### src/rtl/alu_seq.sv
// Sequential ALU with valid/ready handshake and an optional shift-add multiplier.
// Define ALU_SEQ_MUL_EN to build the multiplier; otherwise SEL=111 flags ERR.
module alu_seq #(
  parameter int WIDTH = 8
) (
  input  logic             CLK,
  input  logic             RST_N,
  input  logic [WIDTH-1:0] X,
  input  logic [WIDTH-1:0] Y,
  input  logic [2:0]       SEL,
  input  logic             IN_VALID,
  output logic             IN_READY,
  output logic [WIDTH-1:0] DATA_OUT,
  output logic [WIDTH-1:0] DATA_HI,
  output logic             Cnext,
  output logic             ZERO,
  output logic             ERR,
  output logic             OUT_VALID,
  input  logic             OUT_READY
);

  typedef enum logic [1:0] {
    IDLE,
    BUSY,
    DONE
  } state_e;

  state_e           state_q, state_d;
  logic [WIDTH-1:0] dout_q, dout_d;
  logic [WIDTH-1:0] dhi_q, dhi_d;
  logic             c_q, c_d;
  logic             z_q, z_d;
  logic             err_q, err_d;

  logic [WIDTH-1:0] alu_res;
  logic             alu_c;
  logic             alu_err;
  logic [WIDTH:0]   sum_w;
  logic [WIDTH:0]   diff_w;

`ifdef ALU_SEQ_MUL_EN
  localparam int CW = $clog2(WIDTH);
  localparam logic [CW-1:0] LAST = CW'(WIDTH - 1);

  logic [WIDTH-1:0]   mcand_q, mcand_d;
  logic [2*WIDTH-1:0] prod_q, prod_d;
  logic [CW-1:0]      cnt_q, cnt_d;
  logic [WIDTH:0]     mul_sum;
  logic [2*WIDTH-1:0] prod_step;

  // One step: add multiplicand to the upper half if LSB set, then shift right.
  always_comb begin
    mul_sum = {1'b0, prod_q[2*WIDTH-1:WIDTH]};
    if (prod_q[0]) begin
      mul_sum = mul_sum + {1'b0, mcand_q};
    end
    prod_step = {mul_sum, prod_q[WIDTH-1:1]};
  end
`endif

  always_comb begin
    sum_w   = {1'b0, X} + {1'b0, Y};
    diff_w  = {1'b0, X} - {1'b0, Y};
    alu_res = '0;
    alu_c   = 1'b0;
    alu_err = 1'b0;
    unique case (SEL)
      3'b000: begin
        alu_res = sum_w[WIDTH-1:0];
        alu_c   = sum_w[WIDTH];
      end
      3'b001: begin
        alu_res = diff_w[WIDTH-1:0];
        alu_c   = ~diff_w[WIDTH];
      end
      3'b010: alu_res = X & Y;
      3'b011: alu_res = X | Y;
      3'b100: alu_res = X ^ Y;
      3'b101: begin
        alu_res = {X[WIDTH-2:0], 1'b0};
        alu_c   = X[WIDTH-1];
      end
      3'b110: begin
        alu_res = {1'b0, X[WIDTH-1:1]};
        alu_c   = X[0];
      end
      3'b111: begin
`ifndef ALU_SEQ_MUL_EN
        alu_err = 1'b1;
`endif
      end
      default: ;
    endcase
  end

  always_comb begin
    state_d = state_q;
    dout_d  = dout_q;
    dhi_d   = dhi_q;
    c_d     = c_q;
    z_d     = z_q;
    err_d   = err_q;
`ifdef ALU_SEQ_MUL_EN
    mcand_d = mcand_q;
    prod_d  = prod_q;
    cnt_d   = cnt_q;
`endif
    unique case (state_q)
      IDLE: begin
        if (IN_VALID) begin
`ifdef ALU_SEQ_MUL_EN
          if (SEL == 3'b111) begin
            state_d = BUSY;
            mcand_d = X;
            prod_d  = {{WIDTH{1'b0}}, Y};
            cnt_d   = '0;
          end else
`endif
          begin
            state_d = DONE;
            dout_d  = alu_res;
            dhi_d   = '0;
            c_d     = alu_c;
            z_d     = (alu_res == '0);
            err_d   = alu_err;
          end
        end
      end
      BUSY: begin
`ifdef ALU_SEQ_MUL_EN
        prod_d = prod_step;
        cnt_d  = cnt_q + 1'b1;
        if (cnt_q == LAST) begin
          state_d = DONE;
          dout_d  = prod_step[WIDTH-1:0];
          dhi_d   = prod_step[2*WIDTH-1:WIDTH];
          c_d     = |prod_step[2*WIDTH-1:WIDTH];
          z_d     = (prod_step == '0);
          err_d   = 1'b0;
        end
`else
        state_d = IDLE;
`endif
      end
      DONE: begin
        if (OUT_READY) begin
          state_d = IDLE;
        end
      end
      default: state_d = IDLE;
    endcase
  end

  always_ff @(posedge CLK) begin
    if (!RST_N) begin
      state_q <= IDLE;
      dout_q  <= '0;
      dhi_q   <= '0;
      c_q     <= 1'b0;
      z_q     <= 1'b0;
      err_q   <= 1'b0;
`ifdef ALU_SEQ_MUL_EN
      mcand_q <= '0;
      prod_q  <= '0;
      cnt_q   <= '0;
`endif
    end else begin
      state_q <= state_d;
      dout_q  <= dout_d;
      dhi_q   <= dhi_d;
      c_q     <= c_d;
      z_q     <= z_d;
      err_q   <= err_d;
`ifdef ALU_SEQ_MUL_EN
      mcand_q <= mcand_d;
      prod_q  <= prod_d;
      cnt_q   <= cnt_d;
`endif
    end
  end

  assign IN_READY  = (state_q == IDLE);
  assign OUT_VALID = (state_q == DONE);
  assign DATA_OUT  = dout_q;
  assign DATA_HI   = dhi_q;
  assign Cnext     = c_q;
  assign ZERO      = z_q;
  assign ERR       = err_q;

endmodule

### config.mk
export PLATFORM = sky130hd
export DESIGN_NAME = alu_seq
export DESIGN_NICKNAME = d
export VERILOG_FILES = /design/src/rtl/alu_seq.sv
export SDC_FILE = /design/constraint.sdc
export NUM_CORES = 1
export LEC_CHECK = 0
export CAP_MARGIN = 10
export CORE_UTILIZATION = 40
export CTS_CLUSTER_DIAMETER = 200
export DETAILED_ROUTE_END_ITERATION = 7
export MAX_ROUTING_LAYER = met4
export PLACE_DENSITY = 0.72
export SLEW_MARGIN = 20
export SYNTH_ARGS = -nofsm -noshare
export SYNTH_HDL_FRONTEND = slang
export SYNTH_SLANG_ARGS = --single-unit
export TNS_END_PERCENT = 10
### constraint.sdc
create_clock -name CLK -period 5.2 [get_ports CLK]
set_clock_uncertainty 0.1 [all_clocks]
set_input_delay 1.04 -clock CLK [delete_from_list [all_inputs] [get_ports CLK]]
set_output_delay 1.04 -clock CLK [all_outputs]
set_load 0.05 [all_outputs]
* Yosys cells after proc, flatten, opt, wreduce, memory -nomap -nowiden
Index checks and enable logic that the tools add are counted.
** Word-level totals
- Register bits :: 13
- Output and inout port bits :: 21
- Word-level logic and storage cells :: 32
- Input port bits :: 23
** Cells by class
- Add/sub/neg operators :: 2
- Reductions and logical operators :: 5
- Muxes and demuxes :: 6
- Equal/unequal tests :: 10
- Bitwise logic cells :: 4
** Operator list (count)
- one-hot mux 8 bit (7 select lines) :: 1
- equality test 3 bit (second input constant) :: 4
- adder 8 x 8 -> 9 bit :: 1
- subtractor 8 x 8 -> 9 bit :: 1
- bitwise AND 8 bit :: 1
- zero test 8 bit :: 1
- OR 8 bit :: 1
- bitwise XOR 8 bit :: 1
- equality test 3 x 2 -> 1 bit (second input constant) :: 2
- 2-to-1 mux 2 bit :: 2
- one-hot mux 1 bit (4 select lines) :: 1
- one-hot mux 2 bit (2 select lines) :: 1
- AND reduction 2 bit :: 2
- equality test 3 x 1 -> 1 bit (second input constant) :: 1
- zero test 3 bit :: 1
- equality test 2 bit (second input constant) :: 1
- zero test 2 bit :: 1
- != test 2 x 1 -> 1 bit (second input constant) :: 1
- != test 2 bit (second input constant) :: 1
- 2-to-1 mux 1 bit :: 1
- inverter 1 bit :: 1

* Depth between registers and ports, before layout
- Depth after elaboration :: 3
- Gate-level depth with buffers :: 10
- Mapped depth without buffers :: 10

* Worst setup path after synthesis
No wires, ideal clock.
- Path type :: input-to-reg
- Start :: in X[2]
- End :: reg dout_q[7] (netlist: DATA_OUT[7])
- Stages on the path :: 10
- Library setup time :: 59 ps
- Data required time :: 5041 ps
- Arrival :: 2895 ps
- Path slack :: 2146 ps
- Path buffers :: 1
- Cell sequence :: inv_1 -> ha_1 -> buf_6 -> and3_1 -> a22o_1 -> or4_1 -> o21ai_2 -> mux2_1 -> o211ai_2 -> o211a_1
** Between the ends
- Word-level cells in the longest chain between the ends :: 2
- Elaborated cells on any way between the ends :: 3
- Those cells by class :: add/sub: 2; mux: 1
** Ends and longest elaborated chain
- start, declared :: line 8 : input logic [WIDTH-1:0] X,
- subtractor 8 x 8 -> 9 bit or adder 8 x 8 -> 9 bit (tied branches) :: line 63, 62
- one-hot mux 8 bit (7 select lines) * :: line 67 : unique case (SEL)
- end signal, assigned :: line 169 : dout_q <= dout_d;
- end, declared :: line 29 : logic [WIDTH-1:0] dout_q, dout_d;
Mark *: on every way between the ends. The rest lies on a longest branch, timed or not.
A chain may end at the register's enable or synchronous reset.

* Worst setup path after layout
- Start :: in SEL[1]
- End :: reg z_q (netlist: ZERO)
** Between the ends
- Word-level cells in the longest chain between the ends :: 3
- Elaborated cells on any way between the ends :: 9
- Those cells by class :: eq/ne: 6; mux: 1; reduce/logical: 2
** Ends and longest elaborated chain
- start, declared :: line 10 : input logic [2:0] SEL,
- equality test 3 bit (tied with other cells) :: line 67
- one-hot mux 8 bit (7 select lines) * :: line 67
- zero test 8 bit * :: line 124 : z_d = (alu_res == '0);
- end signal, assigned :: line 172 : z_q <= z_d;
- end, declared :: line 32 : logic z_q, z_d;
Marks and branches as above.

==> out/metrics.cfg <==
[status]
status = completed

[critical_path]
arrival_ps = 3610
worstReg2RegStart = state_q[1]
crit_path_start = SEL[1]
critPathKind = primary input to register
ff2ff_path_depth = 3
critPathRequiredTime_ps = 5260
crit_path_end_kind = register
crit_fanout = 23
cp-start-kind = primary input

[floorplanning]
io_pins = 44
die_w_um = 68.6
die_y_um = 68.6
dieArea_um2 = 4710
start_util = 0.428
rows = 23
core-area_um2 = 4140

[timing]
whs_ps = 355
final.setup.tns_ps = 0
worstMarginPinSlew_ps = 875
period_share = 0.682
finalSetupViolations = 0
max_freq_mhz = 282
slew_headroom = 0.415
slew_violations = 0
grt_setup_unrepaired = no
finalHoldViolCount = 0
fin_crit_ps = 3550

[clocking]
clock-sinks = 12
holdBufCountCts = 0
clock_latency_ps = 240
cts_buffers = 3
clk_pin_slew_ps = 50
cts_buffer_depth = 2
cts_setup_buffers = 0
cts_resized = 0
cts_root_buf = clkbuf_8
h-tree-depth = 1
cts_tree = yes

[yosys]
yosys.area_share.adder = 0.192
post-synth-top-count-cell = ha_1
synth_simple_gate_area_frac = 0.184
synth_commonest_cells = 24 x ha_1, 23 x nor2_1, 21 x inv_1, 21 x nand2_1, 16 x a21oi_1
syn_inst = 241
synth_top_family_by_area = compound AO/OA/AOI/OAI gates
ys_async_sr_fraction = 0
synth_area_leaders = ha_1 17%, dfxtp_1 14%, nor2_1 4.9%
synth_compound_area_frac = 0.295
ys_warn_count = 0
synth-edff-count = 0
synth_area_per_cell_um2 = 7.37
synth_top_cell_by_area = ha_1
synth_seq_cells = 12
synth_xor_area_frac = 0.0247
yosysSeqAreaShare = 0.135
synth_mux_area_frac = 0.0521
synth_top_area_share = 0.169
yosys_most_used_dff = dfxtp_1
synth_area_um2 = 1780
synth_cell_types = 56

[grt]
first_global_vias = 1552
overflow = 0
antenna_found_initial = 0
grt_use_total = 0.205
grt_pass1_wl_mm = 7.08
grt_max_degree = 25

[pwr]
ir_drop_uv = 76.1
p_total_uw = 411
power.static_leakage_nw = 0.968
powerDensity_nw_per_um2 = 190

[route]
postRouteWirelength_mm = 4.35
drt-initial-drc-count = 68
wl_per_cell_um = 13.6
drt-pass1-iter-count = 4
drc_errors = 0
postRouteAntennaNets = 0
vias_per_cell = 5.50
dr_total_vias = 1759

[finish]
area_delta_synth_final_pct = 22.2
antenna_cells = 0
post_route_cells_drive_above_1_share = 0.0519
num-fill-cells = 434
finalNonFillerCells = 320
nets = 320

[hold_path]
min_path_cells = 2
min_from = Cnext
min_path_type = register to register

[run]
maxCapViolCount = 0

[placement]
dp_hpwl_mm = 3.44
portBuffers = 35
placedCellCount = 316
place.gp.congestion = 0.892

-- layout by cell type, fill, tap and decap left out, types with 7 or more instances in the layout --
cell type	n
mux2i_1	7
nor2_1	23
a211oi_1	7
conb_1	8
inv_1	21
a21oi_1	16
o21ai_0	9
dfxtp_1	12
clkdlybuf4s50_1	35
ha_1	24
nand2_1	21
-- layer usage --
metal,vias to the layer above,share of wire,global-route usage
met1,796,0.47,0.257
met2,62,0.46,0.331
met3,4,0.063,0.0280
li1,897,-,-
met4,0,0.0062,0.0807
met5,-,0,-
-- path summary, 6_finish.rpt --
kind | slack [ps] | end
setup reg to reg | 3620 | DATA_OUT[5]
hold reg to reg | 350 | Cnext
hold / removal | 350 | Cnext
setup / recovery | 1650 | ZERO
-- state kept, by name, summed over array words and instances, names as in the netlist --
| register | flops |
|---|---|
| DATA_OUT | 8 |
| state_q | 1 |
| ZERO | 1 |
| Cnext | 1 |
| ERR | 1 |
-- cells by family after synthesis --
group	count (synthesis)
mux	9
other cells	1
buf+inv	43
compound gates	74
fa+ha+maj	26
xor+xnor	5
flops	12
simple gates	71
-- worst max-delay path, cell delays in order --
cell and delay, ps:
clkdlybuf4s50_1 840, nand2b_1 450, nor2_1 110, a22o_1 260, a221oi_1 320, o211a_1 250
nand4_1 110, o31ai_2 220
-- where the power goes --
| group | internal (mW) | switching, mW |
|---|---|---|
| Clock | 0.0667 | 0.0321 |
| Sequential | 0.0993 | 0.00371 |
| Combinational | 0.0801 | 0.130 |
-- final cells by class --
cell class | count | area (um^2) | share of cell area
Multi-Input combinational cell | 193 | 1360 | 0.625
Timing Repair Buffer | 37 | 365 | 0.168
Sequential cell | 12 | 240 | 0.111
Inverter | 24 | 90.1 | 0.0415
Tap cell | 50 | 62.6 | 0.0288
Clock buffer | 4 | 55.1 | 0.0254
-- per-stage QoR --
step	instance area (um^2)	util	setup WS [ps]
2_1_floorplan	1800	-	2150
3_3_place_gp	2110	0.510	1450
6_report	2170	0.524	1650
5_1_grt	2170	0.524	1460
4_1_cts	2170	0.524	1660
3_5_place_dp	2110	0.510	1410
No activity file was read; power rests on OpenSTA's default activity.
